--- config.mk ---
export PLATFORM = sky130hd
export DESIGN_NAME = pin_entry_ctrl
export DESIGN_NICKNAME = d
export VERILOG_FILES = /design/src/rtl/pin_entry_ctrl.sv
export SDC_FILE = /design/constraint.sdc
export NUM_CORES = 1
export LEC_CHECK = 0
export CORE_UTILIZATION = 53
export DETAILED_ROUTE_END_ITERATION = 6
export PLACE_DENSITY_LB_ADDON = 0.25
export SLEW_MARGIN = 20
export SYNTH_ARGS = -nofsm -noshare
export SYNTH_HDL_FRONTEND = slang
export SYNTH_SLANG_ARGS = --single-unit
--- constraint.sdc ---
create_clock -name clk -period 7.71 [get_ports clk]
set_input_delay 0.771 -clock clk [delete_from_list [all_inputs] [get_ports clk]]
set_output_delay 0.771 -clock clk [all_outputs]
set_load 0.05 [all_outputs]
--- src/rtl/pin_entry_ctrl.sv ---
// PS/2 set-2 scan-code sequencer feeding an 8-digit BCD PIN/amount entry buffer with a valid/ready commit port.
// Optional build macro NUMPAD_EN: numeric keypad make codes also enter digits.
module pin_entry_ctrl #(
  parameter int MAX_DIGITS = 8,
  parameter int MIN_DIGITS = 4
) (
  input  logic        clk,
  input  logic        rst_n,
  input  logic        code_valid,
  input  logic [7:0]  code,
  input  logic        commit_ready,
  output logic [31:0] disp_word,
  output logic [7:0]  disp_mask,
  output logic [3:0]  digit_count,
  output logic        commit_valid,
  output logic [31:0] commit_data,
  output logic [3:0]  commit_len,
  output logic        err_pulse
);

  typedef enum logic [1:0] {NORMAL, GOT_E0, GOT_F0} pfx_t;
  typedef enum logic [2:0] {ACT_NONE, ACT_DIGIT, ACT_ENTER, ACT_BKSP, ACT_ESC} act_t;

  localparam logic [31:0] BUF_MASK = (MAX_DIGITS >= 8) ? 32'hFFFF_FFFF :
                                     32'((64'd1 << (4 * MAX_DIGITS)) - 64'd1);

  // Returns {hit, digit}; hit=0 when the byte is not a digit make code.
  function automatic logic [4:0] decode_digit(input logic [7:0] c);
    logic [4:0] r;
    case (c)
      8'h45: r = {1'b1, 4'd0};
      8'h16: r = {1'b1, 4'd1};
      8'h1E: r = {1'b1, 4'd2};
      8'h26: r = {1'b1, 4'd3};
      8'h25: r = {1'b1, 4'd4};
      8'h2E: r = {1'b1, 4'd5};
      8'h36: r = {1'b1, 4'd6};
      8'h3D: r = {1'b1, 4'd7};
      8'h3E: r = {1'b1, 4'd8};
      8'h46: r = {1'b1, 4'd9};
`ifdef NUMPAD_EN
      8'h70: r = {1'b1, 4'd0};
      8'h69: r = {1'b1, 4'd1};
      8'h72: r = {1'b1, 4'd2};
      8'h7A: r = {1'b1, 4'd3};
      8'h6B: r = {1'b1, 4'd4};
      8'h73: r = {1'b1, 4'd5};
      8'h74: r = {1'b1, 4'd6};
      8'h6C: r = {1'b1, 4'd7};
      8'h75: r = {1'b1, 4'd8};
      8'h7D: r = {1'b1, 4'd9};
`endif
      default: r = 5'd0;
    endcase
    return r;
  endfunction

  function automatic logic [7:0] mask_of(input logic [3:0] cnt);
    logic [7:0] m;
    for (int i = 0; i < 8; i++) m[i] = (4'(i) < cnt);
    return m;
  endfunction

  pfx_t        pfx_q;
  act_t        act;
  logic [3:0]  dig;
  logic [4:0]  dd;
  logic [31:0] entry_q, entry_d, cdata_d;
  logic [3:0]  cnt_d, clen_d;
  logic        cv_d, err_d;

  // Stage 0: decode the incoming byte against the current prefix state
  always_comb begin
    act = ACT_NONE;
    dig = 4'd0;
    dd  = decode_digit(code);
    if (code_valid) begin
      case (pfx_q)
        NORMAL: begin
          if (dd[4]) begin
            act = ACT_DIGIT;
            dig = dd[3:0];
          end else begin
            case (code)
              8'h5A:   act = ACT_ENTER;
              8'h66:   act = ACT_BKSP;
              8'h76:   act = ACT_ESC;
              default: act = ACT_NONE;
            endcase
          end
        end
        GOT_E0:  if (code == 8'h5A) act = ACT_ENTER;
        default: act = ACT_NONE;
      endcase
    end
  end

  // Acceptance clears the entry first; a same-cycle action then applies to the cleared state.
  always_comb begin
    entry_d = (commit_valid && commit_ready) ? 32'd0 : entry_q;
    cnt_d   = (commit_valid && commit_ready) ? 4'd0 : digit_count;
    cv_d    = commit_valid && !commit_ready;
    cdata_d = commit_data;
    clen_d  = commit_len;
    err_d   = 1'b0;
    if (!cv_d) begin
      case (act)
        ACT_DIGIT: begin
          if (cnt_d < 4'(MAX_DIGITS)) begin
            entry_d = {entry_d[27:0], dig} & BUF_MASK;
            cnt_d   = cnt_d + 4'd1;
          end else begin
            err_d = 1'b1;
          end
        end
        ACT_BKSP: begin
          if (cnt_d != 4'd0) begin
            entry_d = {4'h0, entry_d[31:4]};
            cnt_d   = cnt_d - 4'd1;
          end
        end
        ACT_ESC: begin
          entry_d = 32'd0;
          cnt_d   = 4'd0;
        end
        ACT_ENTER: begin
          if (cnt_d >= 4'(MIN_DIGITS)) begin
            cv_d    = 1'b1;
            cdata_d = entry_d;
            clen_d  = cnt_d;
          end else begin
            err_d = 1'b1;
          end
        end
        default: ;
      endcase
    end
  end

  // Stage 1: registered state and outputs
  always_ff @(posedge clk) begin
    if (!rst_n) begin
      pfx_q        <= NORMAL;
      entry_q      <= 32'd0;
      disp_word    <= 32'd0;
      disp_mask    <= 8'd0;
      digit_count  <= 4'd0;
      commit_valid <= 1'b0;
      commit_data  <= 32'd0;
      commit_len   <= 4'd0;
      err_pulse    <= 1'b0;
    end else begin
      if (code_valid) begin
        case (pfx_q)
          NORMAL:  pfx_q <= (code == 8'hF0) ? GOT_F0 : (code == 8'hE0) ? GOT_E0 : NORMAL;
          GOT_E0:  pfx_q <= (code == 8'hF0) ? GOT_F0 : NORMAL;
          default: pfx_q <= NORMAL;
        endcase
      end
      entry_q      <= entry_d;
      disp_word    <= entry_d;
      disp_mask    <= mask_of(cnt_d);
      digit_count  <= cnt_d;
      commit_valid <= cv_d;
      commit_data  <= cdata_d;
      commit_len   <= clen_d;
      err_pulse    <= err_d;
    end
  end

endmodule

### Word-level counts from Yosys, hierarchy flattened

Index checks and enable logic that the tools add are counted.

| word-level totals | value |
|---|---|
| word-level logic and storage cells | 78 |
| flip-flop bits (word level) | 84 |
| bits of input ports | 12 |

| cells by class | value |
|---|---|
| magnitude comparators | 10 |
| equality and inequality tests | 20 |
| reductions and logical operators | 7 |
| add/sub/neg operators | 2 |
| bitwise logic cells | 2 |
| multiplexer cells | 29 |

Operators with widths:

| kind | number |
|---|---|
| two-way mux 32 bit | 4 |
| one-hot mux 32 bit (3 select lines) | 1 |
| one-hot mux 5 bit (10 select lines) | 1 |
| == test 8 x 6 -> 1 bit, second input constant | 6 |
| == test 8 x 7 -> 1 bit, second input constant | 5 |
| two-way mux 4 bit | 7 |
| == test 8 x 5 -> 1 bit, second input constant | 2 |
| == test 8 bit, second input constant | 2 |
| < comparator 3 x 4 -> 1 bit, first input constant | 4 |
| one-hot mux 4 bit (3 select lines) | 1 |
| one-hot mux 3 bit (3 select lines) | 1 |
| < comparator 1 x 4 -> 1 bit, first input constant | 2 |
| < comparator 2 x 4 -> 1 bit, first input constant | 2 |
| == test 3 x 2 -> 1 bit, second input constant | 2 |
| two-way mux 1 bit | 6 |
| two-way mux 2 bit | 3 |
| two-way mux 3 bit | 2 |
| one-hot mux 3 bit (2 select lines) | 1 |
| adder 4 x 1 -> 4 bit, second input constant | 1 |
| greater-or-equal comparator 4 x 3 -> 1 bit, second input constant | 1 |
| < comparator 4 bit, second input constant | 1 |
| one-hot mux 2 bit (2 select lines) | 1 |
| nonzero test 4 bit | 1 |
| subtractor 4 x 1 -> 4 bit, second input constant | 1 |
| other kinds (10) | 12 |

### Logic depth before layout (Yosys ltp)

| depth | value |
|---|---|
| depth after elaboration | 9 |
| mapped depth | 13 |

### Worst setup path before layout

OpenSTA, ideal clock, no wires.

| timing path | value |
|---|---|
| path type | input-to-reg |
| from | input port code[4] |
| to | register entry_q[12] |
| arrival time | 2.795 ns |
| path buffers | 3 |
| slack | 4.820 ns |
| stages on the path | 9 |
| cell sequence | buf_4 > xnor2_1 > mux2i_1 > o22ai_1 > o31ai_2 > buf_4 > buf_2 > nand2_1 > a221oi_1 |

| on the way | value |
|---|---|
| word-level cells in the longest chain between the ends | 8 |
| elaborated cells between the ends (all ways) | 24 |
| classes of those cells | eq/ne: 16; mux: 8 |

RTL lines:

| what | line | RTL |
|---|---|---|
| start: declaration | 10 | `input logic [7:0] code,` |
| == test 8 x 7 -> 1 bit, or another cell as far along | 30 | `case (c)` |
| one-hot mux 5 bit (10 select lines) or one-hot mux 3 bit (3 select lines) (tied branches) | 30, 84 |  |
| two-way mux 3 bit | 80 | `if (dd[4]) begin` |
| one-hot mux 3 bit (2 select lines) * | 78 | `case (pfx_q)` |
| two-way mux 3 bit * | 77 | `if (code_valid) begin` |
| == test 3 bit, or another cell as far along | 107 | `case (act)` |
| one-hot mux 32 bit (3 select lines) * | 107 |  |
| two-way mux 32 bit * | 106 | `if (!cv_d) begin` |
| end signal: assignment | 160 | `entry_q <= entry_d;` |
| end: declaration | 68 | `logic [31:0] entry_q, entry_d, cdata_d;` |

Mark *: on every way between the ends. The rest lies on a longest branch, timed or not.
A chain may end at the register's enable or synchronous reset.

### Worst setup path after layout

| timing path | value |
|---|---|
| from | input port commit_ready |
| to | register disp_mask[6] |

| on the way | value |
|---|---|
| word-level cells in the longest chain between the ends | 7 |
| elaborated cells between the ends (all ways) | 13 |
| classes of those cells | add/sub: 2; order compare: 2; mux: 5; reduce/logical: 4 |

RTL lines:

| what | line | RTL |
|---|---|---|
| start: declaration | 11 | `input logic commit_ready,` |
| logical AND 1 bit | 101 | `cnt_d = (commit_valid && commit_ready) ? 4'd0 : digit_count;` |
| two-way mux 4 bit | 101 |  |
| subtractor 4 x 1 -> 4 bit, or another cell as far along | 119 | `cnt_d = cnt_d - 4'd1;` |
| two-way mux 4 bit, on equally long branches | 117, 109 |  |
| one-hot mux 4 bit (3 select lines) | 107 |  |
| two-way mux 4 bit * | 106 |  |
| < comparator 3 x 4 -> 1 bit * | 60 | `for (int i = 0; i < 8; i++) m[i] = (4'(i) < cnt);` |
| end signal: assignment | 162 | `disp_mask <= mask_of(cnt_d);` |
| end: declaration | 13 | `output logic [7:0] disp_mask,` |

Marks and branches as above.

==> impl_metrics.py <==
metrics = {
    "clock_network": {
        "cts.sinks": 83,
        "cts_hold_buf": 0,
        "cts_setup_buffers": 0,
        "cts_buffers": 9,
        "cts_htree_levels": 3,
        "ctsResizeCount": 0,
        "clk_pin_slew_ns": 0.09,
        "clock_path_buffers": 2,
        "root_buffer": "clkbuf_8",
        "cts_tree": "built",
        "clkLatencyLatePin_ns": 0.36,
    },
    "timing": {
        "slew_headroom_pct": 32.1,
        "tightest_slew_ns": 1.02,
        "finalSetupViolCount": 0,
        "slew_viol_final": 0,
        "fin_skew_ns": 0.0137,
        "fin_crit_ns": 3.86,
        "hold_viol_final": 0,
        "rsz0062_at_grt": "false",
        "tns_ns": 0,
        "min_period_over_period_pct": 50.0,
        "fmax_mhz": 259,
    },
    "logic_synthesis": {
        "synthXorXnorAreaFrac_pct": 0.570,
        "syn_area_per_cell_um2": 8.09,
        "synth_seq_area_share_pct": 36.0,
        "syn-cell-area_mm2": 0.00461,
        "async_reset_ff_share_pct": 0,
        "synth-seq-cells": 83,
        "synth.mux.area_fraction_pct": 10.2,
        "synthAdderAreaFrac_pct": 0.543,
        "synth.top_cell.area_share_pct": 36.0,
        "synth_compound_area_share_pct": 22.9,
        "synth-edff-count": 0,
        "synth_top_family_by_area": "simple AND/OR/NAND/NOR gates",
        "yosys.area.top_type": "dfxtp_1",
        "synthSimpleGateAreaFrac_pct": 24.2,
        "synth_cell_types": 65,
        "syn_inst": 570,
        "synth.net_count": 584,
        "ys.flop_type": "dfxtp_1",
        "synth.area.top_cells": "dfxtp_1, mux2i_1, nand2_1",
        "ys.warnings.count": 0,
    },
    "critical_path": {
        "path_class": "input port to register",
        "cp-start-kind": "input port",
        "worst_setup_path_end_kind": "register",
        "critPathArrivalTime_ns": 4.07,
        "cp_data_required_time_ns": 7.92,
        "reg2reg_slack_ns": 4.38,
        "critical_path.max_fanout": 41,
    },
    "pwr": {
        "power_density_mw_per_mm2": 148,
        "power_frac_comb_pct": 7.6,
        "power_mw": 0.843,
        "irDropWorstVdd_mv": 0.126,
        "p_sw_share_pct": 25.7,
        "p_seq_share_pct": 51.8,
        "p_leak_nw": 2.05,
        "cellInternalPower_mw": 0.626,
        "switching_power_mw": 0.217,
        "p_clk_share_pct": 40.6,
    },
    "detailed_routing": {
        "via_per_inst": 5.89,
        "wl_per_cell_um": 16.6,
        "routed_wl_mm": 12.2,
        "drtPass1Iterations": 4,
        "vias": 4352,
        "drc": 0,
        "drt-initial-drc-count": 277,
        "drtAntennaViolNets": 0,
    },
    "global_routing": {
        "grt_usage_pct": 27.5,
        "overflow": 0,
        "grt_pass1_vias": 3981,
        "grt_pass1_wl_mm": 19.7,
        "grt_max_degree": 64,
        "antenna_found_initial": 0,
    },
    "cells_and_area": {
        "layout.nets": 643,
        "antennaDiodeCount": 0,
        "final_util_pct": 68.8,
        "synthToLayoutAreaGrowth_pct": 23.8,
        "layout-drive-gt1-share_pct": 7.41,
        "layout.cells.non_filler": 739,
    },
    "placement": {
        "gp_congestion": 0.866,
        "dp.cells": 723,
        "hpwlAfterDp_mm": 8.10,
        "port_buffers": 93,
    },
    "hold_path": {
        "hold_class": "register to register",
    },
    "die": {
        "fp.coreArea_mm2": 0.00830,
        "die_h_um": 95.3,
        "die_area_mm2": 0.00907,
        "fp.dieW_um": 95.3,
        "start_util_pct": 55.5,
        "io-pin-count": 94,
        "rows": 33,
    },
    "outcome": {
        "status": "finished, final reports clean",
    },
    "run": {
        "drv_cap": 0,
    },
}
## Yosys cell counts (5+ instances only)
library cell  instances
dfxtp_1              83
nand2_1              80
nor2_1               78
mux2i_1              47
a21oi_1              44
o22ai_1              33
clkbuf_1             29
o211a_1              22
nand3_1              13
buf_2                12
nand2b_1              9
nor3_1                8
a22oi_1               7
inv_1                 7
a31oi_1               6
buf_4                 5
nand3b_1              5
nor2b_1               5
o21ai_0               5
or2_2                 5
## final timing paths
check / start / end / cells after the start
min: commit_data[4] / commit_data[4] / 2
min reg2reg: commit_data[4] / commit_data[4] / 2
max reg2reg: commit_valid / disp_mask[6] / 11
max: commit_ready / disp_mask[6] / 12
## cells by family (layout without fill, tap and decap cells)
| kind of cell | count (synthesis) | after routing |
|---|---|---|
| buffers and inverters | 57 | 121 |
| AND/OR/NAND/NOR | 232 | 232 |
| multiplexers | 47 | 47 |
| adder cells (fa/ha/maj) | 2 | 2 |
| flip-flops | 83 | 83 |
| XOR/XNOR | 3 | 3 |
| AO/OA/AOI/OAI | 146 | 146 |
## power by group through the flow
stage	sequential, mW	clock [mW]	combinational (mW)
2_1_floorplan	0.455	0	0.0347
3_3_place_gp	0.446	0	0.0624
3_5_place_dp	0.447	0	0.0634
4_1_cts	0.437	0.347	0.0639
5_1_grt	0.437	0.363	0.0691
6_report	0.437	0.342	0.0638
## per-layer routing
metal	vias to the layer above	track usage (%)	wire length, um
met4	0	7.95	146
li1	2152	-	-
met1	2060	36.2	5640
met3	15	5.58	661
met5	-	0	0
met2	125	45.4	5790
## stage by stage
| stage | cell area, um^2 | hold slack, ns | setup slack, ns |
|---|---|---|---|
| 2_1_floorplan | 4610 | 0.450 | 4.82 |
| 3_3_place_gp | 5490 | 0.442 | 3.68 |
| 3_5_place_dp | 5490 | 0.450 | 3.57 |
| 4_1_cts | 5710 | 0.461 | 3.91 |
| 5_1_grt | 5710 | 0.479 | 3.62 |
| 6_report | 5710 | 0.459 | 3.85 |
## final cells by class
type                            count  area (um^2)
Inverter                            8         30.0
Timing Repair Buffer               97          956
Sequential cell                    83         1660
Multi-Input combinational cell    430         2710
Fill cell                         705         2590
Tap cell                          105          131
Clock buffer                       11          151
Clock inverter                      5         67.6
## worst max-delay path: stages
cell,delay [ns]
clkdlybuf4s50_1,0.52
nand2_1,0.11
buf_4,0.40
nand2_1,0.18
ha_1,0.28
nand2_1,0.57
o22ai_1,0.19
a31oi_1,0.36
nor3_1,0.11
o22ai_2,0.32
nand2b_4,0.20
o22ai_1,0.06
## cell usage in the layout (no fill, tap or decap), types with 3 or more instances in the layout
cell,n
nand2_1,80
mux2i_1,47
or2_2,5
o21ai_0,5
clkbuf_8,11
nor2_1,78
nor3_1,7
nand3b_1,5
or4_1,3
inv_1,7
clkdlybuf4s50_1,92
a211oi_1,4
nor2b_1,5
dfxtp_1,82
buf_4,4
a31oi_1,6
a21oi_1,44
a22oi_1,7
nand3_1,13
o211a_1,22
nand2b_1,9
o22ai_1,33
## registers in the layout (all words and copies together) (netlist names)
name / cells
commit_valid: 1
commit_len: 4
entry_q: 32
commit_data: 32
disp_mask: 8
pfx_q: 2
digit_count: 3
err_pulse: 1
No activity file was read; power rests on OpenSTA's default activity.
